<file path="src/rtl/mc_pkg.sv">
// Shared definitions for the micro-sequencer, its opcode decoder and the control-store ROM.
package mc_pkg;

  // Micro-PC encoding; these codes are the control-store ROM addresses.
  typedef enum logic [4:0] {
    S_FETCH    = 5'd0,
    S_DECODE   = 5'd1,
    S_MEMADR   = 5'd2,
    S_MEMREAD  = 5'd3,
    S_MEMWB    = 5'd4,
    S_MEMWRITE = 5'd5,
    S_EXECUTER = 5'd6,
    S_EXECUTEI = 5'd7,
    S_ALUWB    = 5'd8,
    S_BRANCH   = 5'd9
  } state_t;

  localparam logic [6:0] OP_LW    = 7'b0000011;
  localparam logic [6:0] OP_SW    = 7'b0100011;
  localparam logic [6:0] OP_RTYPE = 7'b0110011;
  localparam logic [6:0] OP_ITYPE = 7'b0010011;
  localparam logic [6:0] OP_BEQ   = 7'b1100011;

endpackage

</file>
<file path="src/rtl/micro_sequencer_opcode_dispatch.sv">
// Combinational opcode decode: picks the state that follows DECODE and flags unknown opcodes.
module opcode_dispatch
  import mc_pkg::*;
(
  input  logic [6:0] op_i,
  output state_t     next_state_o,
  output logic       illegal_o
);

  // Map the opcode to its first execution state; anything unknown returns to FETCH.
  always_comb begin
    // NOTE: every output gets a default before the case so no path leaves it unassigned (no latch).
    next_state_o = S_FETCH;
    illegal_o    = 1'b0;
    case (op_i)
      OP_LW, OP_SW: next_state_o = S_MEMADR;
      OP_RTYPE:     next_state_o = S_EXECUTER;
      OP_ITYPE:     next_state_o = S_EXECUTEI;
      OP_BEQ:       next_state_o = S_BRANCH;
      default:      illegal_o    = 1'b1;
    endcase
  end

endmodule

</file>
<file path="src/rtl/micro_sequencer.sv">
// Microcode sequencer: holds the micro-PC driven to the control-store ROM, dispatches on the
// opcode, waits on memory, idles on halt, flags illegal opcodes and counts retired instructions.
module micro_sequencer
  import mc_pkg::*;
#(
  parameter int unsigned CNT_W       = 16,
  parameter bit          MEM_WAIT_EN = 1'b1
) (
  input  logic             clk,
  input  logic             reset,
  input  logic [6:0]       op,
  input  logic             mem_ready,
  input  logic             halt,
  output logic [4:0]       adr,
  output logic             retire,
  output logic             illegal_op,
  output logic [CNT_W-1:0] instr_count
);

  state_t           state_q, state_d;
  logic [6:0]       op_q, op_d;
  logic             retire_q, retire_d;
  logic             illegal_q, illegal_d;
  logic [CNT_W-1:0] count_q;
  state_t           disp_state;
  logic             disp_illegal;
  logic             rdy;

  // With waiting disabled, memory is treated as always ready.
  assign rdy = mem_ready | ~MEM_WAIT_EN;

  opcode_dispatch u_dispatch (
    .op_i         (op),
    .next_state_o (disp_state),
    .illegal_o    (disp_illegal)
  );

  // Next-state logic: micro-PC transitions, op latch in DECODE, retire and illegal flag updates.
  always_comb begin
    state_d   = state_q;
    op_d      = op_q;
    retire_d  = 1'b0;
    illegal_d = illegal_q;
    case (state_q)
      S_FETCH: begin
        if (!halt && rdy) state_d = S_DECODE;
      end
      S_DECODE: begin
        op_d    = op;
        state_d = disp_state;
        if (disp_illegal) illegal_d = 1'b1;
      end
      S_MEMADR:   state_d = (op_q == OP_LW) ? S_MEMREAD : S_MEMWRITE;
      S_MEMREAD: begin
        if (rdy) state_d = S_MEMWB;
      end
      S_MEMWB: begin
        state_d  = S_FETCH;
        retire_d = 1'b1;
      end
      S_MEMWRITE: begin
        if (rdy) begin
          state_d  = S_FETCH;
          retire_d = 1'b1;
        end
      end
      S_EXECUTER, S_EXECUTEI: state_d = S_ALUWB;
      S_ALUWB, S_BRANCH: begin
        state_d  = S_FETCH;
        retire_d = 1'b1;
      end
      default:    state_d = S_FETCH;  // unreachable codes recover to FETCH
    endcase
  end

  // State register with synchronous reset; the counter steps on the same edge retire rises.
  always_ff @(posedge clk) begin
    // NOTE: sequential state uses non-blocking assignments so all flops update from pre-edge values.
    if (reset) begin
      state_q   <= S_FETCH;
      op_q      <= '0;
      retire_q  <= 1'b0;
      illegal_q <= 1'b0;
      count_q   <= '0;
    end else begin
      state_q   <= state_d;
      op_q      <= op_d;
      retire_q  <= retire_d;
      illegal_q <= illegal_d;
      if (retire_d) count_q <= count_q + 1'b1;
    end
  end

  assign adr         = state_q;
  assign retire      = retire_q;
  assign illegal_op  = illegal_q;
  assign instr_count = count_q;

endmodule

</file>
<file path="config.mk">
export PLATFORM = sky130hd
export DESIGN_NAME = micro_sequencer
export DESIGN_NICKNAME = d
export VERILOG_FILES = /design/src/rtl/mc_pkg.sv /design/src/rtl/micro_sequencer_opcode_dispatch.sv /design/src/rtl/micro_sequencer.sv
export SDC_FILE = /design/constraint.sdc
export NUM_CORES = 1
export LEC_CHECK = 0
export ABC_CLOCK_PERIOD_IN_PS = 4200
export BUFFER_PORTS_ARGS = -buffer_cell sky130_fd_sc_hd__buf_4
export CAP_MARGIN = 20
export CELL_PAD_IN_SITES_DETAIL_PLACEMENT = 2
export CELL_PAD_IN_SITES_GLOBAL_PLACEMENT = 2
export CORE_MARGIN = 4
export CORE_UTILIZATION = 33
export CTS_CLUSTER_DIAMETER = 30
export DETAILED_ROUTE_END_ITERATION = 8
export GPL_TIMING_DRIVEN = 0
export PLACE_DENSITY = 0.93
export SLEW_MARGIN = 40
export SYNTH_ARGS = -nofsm -noshare
export SYNTH_HDL_FRONTEND = slang
export SYNTH_SLANG_ARGS = --single-unit
</file>
<file path="constraint.sdc">
create_clock -name clk -period 4.2 [get_ports clk]
set_input_delay 0.63 -clock clk [delete_from_list [all_inputs] [get_ports clk]]
set_output_delay 0.63 -clock clk [all_outputs]
set_load 0.005 [all_outputs]
</file>
### Word-level counts from Yosys, hierarchy flattened

Index checks and enable logic that the tools add are counted.

* flip-flop bits (word level): 30

* $add $sub $neg: 1
* equal/unequal tests: 18
* muxes and demuxes: 8
* bitwise operators: 1
* reductions and logical operators: 9

Operators by type and width (count)
* case mux 5 bit (6 select lines): 1
* equality test 5 x 3 -> 1 bit, second input constant: 4
* adder 16 x 1 -> 16 bit, second input constant: 1
* case mux 4 bit (4 select lines): 1
* 2-to-1 mux 5 bit: 3
* equality test 7 x 2 -> 1 bit, second input constant: 2
* equality test 7 x 6 -> 1 bit, second input constant: 2
* equality test 5 x 2 -> 1 bit, second input constant: 2
* equality test 5 x 4 -> 1 bit, second input constant: 2
* equality test 7 x 5 -> 1 bit, second input constant: 1
* equality test 7 bit, second input constant: 1
* inequality test 2 bit, second input constant: 3
* equality test 5 x 1 -> 1 bit, second input constant: 1
* zero test 5 bit: 1
* OR reduction 5 bit: 1
* OR reduction 2 bit: 2
* 2-to-1 mux 3 bit: 1
* AND reduction 3 bit: 1
* OR reduction 3 bit: 1
* case mux 1 bit (2 select lines): 1
* AND reduction 2 bit: 1
* logical AND 1 bit: 1
* zero test 1 bit: 1
* 2-to-1 mux 1 bit: 1
* inverter 1 bit: 1

### Logic depth before layout (Yosys ltp)

* depth after elaboration: 4
* depth in mapped cells: 7
* depth with buffers taken out: 5

### Hierarchy

Synthesis repeated with hierarchy kept, for this count alone.

* cell total of the unflattened synthesis: 185
* area, all modules: 1559.0 um^2

Modules (own cells, without submodules)
* micro_sequencer: instances 1, cells each 174, area an instance 1485.2 um^2, seq. area each 600.6 um^2
* opcode_dispatch: instances 1, cells each 11, area an instance 73.8 um^2, seq. area each 0.0 um^2

### Least setup slack after synthesis

Ideal clock, no wire load.

* path kind: in2reg
* start: input mem_ready
* end: register count_q[12] (netlist: instr_count[12])
* setup time: 121 ps
* data arrival time: 1637 ps
* setup slack: 2442 ps
* stages on the path: 5
* path buffers: 1
* path through: nor2b_1 o21a_1 buf_2 nor3b_1 mux2_2

* word-level cells in the longest chain between the ends: 2

RTL lines
* from (decl): RTL line micro_sequencer.sv:12 `input logic mem_ready,`
* 2-to-1 mux 1 bit: RTL line micro_sequencer.sv:62 `if (rdy) begin`
* case mux 1 bit (2 select lines): RTL line micro_sequencer.sv:44 `case (state_q)`
* to (signal assigned): RTL line micro_sequencer.sv:90 `if (retire_d) count_q <= count_q + 1'b1;`
* to (decl): RTL line micro_sequencer.sv:24 `logic [CNT_W-1:0] count_q;`

Every way passes these cells.
A chain may end at the register's enable or synchronous reset.

### Final worst setup path

* start: register state_q[0] (netlist: adr[0])
* end: register count_q[3] (netlist: instr_count[3])

* word-level cells in the longest chain between the ends: 3
* elaborated cells on any way between the ends: 6
* those cells by class: eq/ne: 4; mux: 1; reduce/logical: 1

RTL lines
* from (decl): RTL line micro_sequencer.sv:20 `state_t state_q, state_d;`
* from (signal assigned): RTL line micro_sequencer.sv:86 `state_q <= state_d;`
* equality test 5 x 4 -> 1 bit / equality test 5 x 3 -> 1 bit (equally long branches): RTL line micro_sequencer.sv:44
* OR reduction 3 bit (no line)
* case mux 1 bit (2 select lines) (*): RTL line micro_sequencer.sv:44

Mark *: on every way between the ends. The rest lies on a longest branch, timed or not.

==> impl_results.md <==
* Outcome: completed
* Mapped cell area at 1470 sq um
* Min Clock Period, post-route at 2040 ps
* CTS H-tree lvls at 2
* Avg Inst Size Synth at 8.34 sq um
* Hold Startpoint: op_q[6]
* Vias in the first global route at approximately 1700
* # DRC at 0
* Dominant cell type by area after synthesis: dfxtp_1
* Most frequent cells in the layout: buf_4, dfxtp_1, a21oi_1
* Unrepaired setup endpoints after global routing: false
* Iter 0 DRT Violations at a little under 90
* Crit path max fanout at 10
* Critical R2R Capture: instr_count[3]
* Antenna viol nets, final at 0
* Worst Hold Class: reg -> reg
* Ys Warns at 0
* Global-route usage over all layers at between 20% and 30%
* Clk slew on worst S/H paths at 70 ps
* # rows at 23
* GRT overflow at 0
* Least-Margin Pin Slew at 765 ps
* CP Launch Type: flip-flop
* Die Wd at around 75 um
* Commonest non-fill, non-tap cell in the layout: buf_4
* Vias per inst at a little under 6
* R2r worst-path depth at 6
* Setup bufs post-CTS at 0
* Required time of the critical path at around 4400 ps
* Max-slew headroom at 48.6%
* Slew Limit Fails at 0
* Fraction of layout instances using a drive strength above 1 at 25.2%
* Die Y at 74.7 um
* Port bufs at 31
* Maximum clock frequency at roughly 490 MHz
* N_diodes at 0
* WHS Endpoint: op_q[6]
* DRT Pass-1 Iters at 4
* Clock Sinks at 29
* First-pass GRT wire length at 8910 um
* Initial Utilization at a little over a third
* Initial antenna violation count at 0
* CTS buffer count at 5
* Flop-to-flop setup slack at roughly 2200 ps
* Crit. End Element: flip-flop
* #FFs+latches synth at 29
* Kind of critical path: reg -> reg
* Power Dens Cells at 307 nW/um^2
* Post-Route Setup TNS at 0 ps
* Full die area at 5580 sq um
* Endpoints failing setup at 0
* Leakage Power at 0.000686 uW
* Hold-fix buffers at CTS at 0
* Drt wl/cell at roughly 20 um
* Netlist cell types at 40
* Layout net count at 226
* Finished Core Util at 44.8%
* Root Driver: clkbuf_8
* Later-pin clock latency in the skew report at 290 ps
* Largest net degree at the start of global routing at 11
* Final hold vios at 0
* Synth top area share at 39.6%
* Reg2Reg Launch Point: adr[0]
* Top area cells in the synthesized netlist: dfxtp_1, a21oi_1, nand2_1
* Hold_ws at 464 ps
* Worst Skew at 10.5 ps
* Clk buf depth at 2
* Sequential fraction of the synthesis area at 39.6%
* Worst endpoint data arrival time at 2260 ps
* Placer's final routability congestion estimate at 0.792
* HPWL Detailed at ~3900 um
* Number of I/O pins at 34
* Hold Path Cell Cnt at 2
* Vias at 1545
* Max cap viols at 0
* Routed wire length at 5390 um
* CTS tree: yes
* Post_cts resized at 0
* Syn_nets at 188
* Core ar. at 4140 sq um
* Max IR drop VDD at 135 uV
* Final Cycle Share at around half
* Cells after Synth at 176
* Synth-to-layout area growth at 26.4%
[Yosys cell counts]
cell      instances
dfxtp_1          29
a21oi_1          21
nand2_1          19
nor2_1           11
nor2b_1           9
nand3_1           7
o21ai_0           7
mux2_2            6
o31ai_1           6
or4_1             6
clkbuf_1          5
inv_1             5
nor4_1            5
or3_1             5
nand2b_1          3
a41oi_1           2
and4_1            2
buf_4             2
buf_6             2
nand4_1           2
nor3_1            2
nor3b_1           2
a21boi_0          1
a22oi_1           1
a311oi_1          1
a31oi_1           1
buf_2             1
clkbuf_2          1
conb_1            1
ha_1              1
nand3b_1          1
nor3_4            1
o21a_1            1
o21ba_2           1
o21bai_1          1
o32ai_1           1
or3b_1            1
or3b_2            1
or4b_4            1
or4bb_1           1
[kinds of logic after synthesis]
kind of cell               after synthesis  share of synthesized area (%)
muxes                                    6                           4.60
other                                    1                          0.256
DFF                                     29                           39.6
AOI/OAI and AO/OA                       44                           18.2
adders and majority gates                1                          0.852
buffers and inverters                   16                           5.80
and+or+nand+nor                         79                           30.8
[metal layers]
layer  vias to the layer above  wire length (um)  global-route usage [%]  part of all wire, %
met5                         -                 0                       0                    0
li1                        718                 -                       -                    -
met2                        31              2890                    39.6                   54
met1                       785              2200                    24.7                   41
met3                        11               188                    4.14                  3.5
met4                         0               107                    7.31                  2.0
[worst max-delay path by stage]
stage               startpoint         endpoint  slack, ps  cells after the start
finish                  adr[0]   instr_count[3]       2160                      6
global placement     mem_ready   instr_count[1]       2030                      7
CTS                     adr[1]  instr_count[15]       2150                      5
detailed placement   mem_ready   instr_count[3]       1960                      7
global route            adr[0]   instr_count[3]       2000                      6
floorplan            mem_ready  instr_count[12]       2440                      5
[cell type report]
type                            instances  area, sq um
Clock buffer                            7         86.3
Buffer                                 11         66.3
Multi-Input combinational cell        131          808
Timing Repair Buffer                   31          233
Inverter                                5         18.8
Tap cell                               50         62.6
Fill cell                             482         2290
Sequential cell                        29          581
[stage by stage]
stage / worst slack (ps) / area [sq um] / std cells / total power, uW
after floorplan: 2440 / 1470 / 176 / 313
after global placement: 2030 / 1760 / 257 / 330
after detailed placement: 1960 / 1770 / 257 / 335
after CTS: 2150 / 1860 / 264 / 573
after global routing: 2000 / 1860 / 264 / 595
final: 2160 / 1860 / 264 / 570
[worst max-delay path, stage by stage, from the launching register on]
cell and delay, ps:
dfxtp_1 420, nor2b_1 350, o21a_1 390, buf_2 300, buf_4 220, o21ai_0 130
a21oi_1 150
[state kept, by name (all words and copies together), names as in the netlist]
| signal | flops |
|---|---|
| illegal_op | 1 |
| retire | 1 |
| instr_count | 16 |
| op_q | 7 |
| adr | 4 |
[report_power, final]
group          switching, uW  internal [uW]
clock                    111            130
sequential              3.65            280
combinational           26.6           19.2
Power figures use the tool's default switching activity.
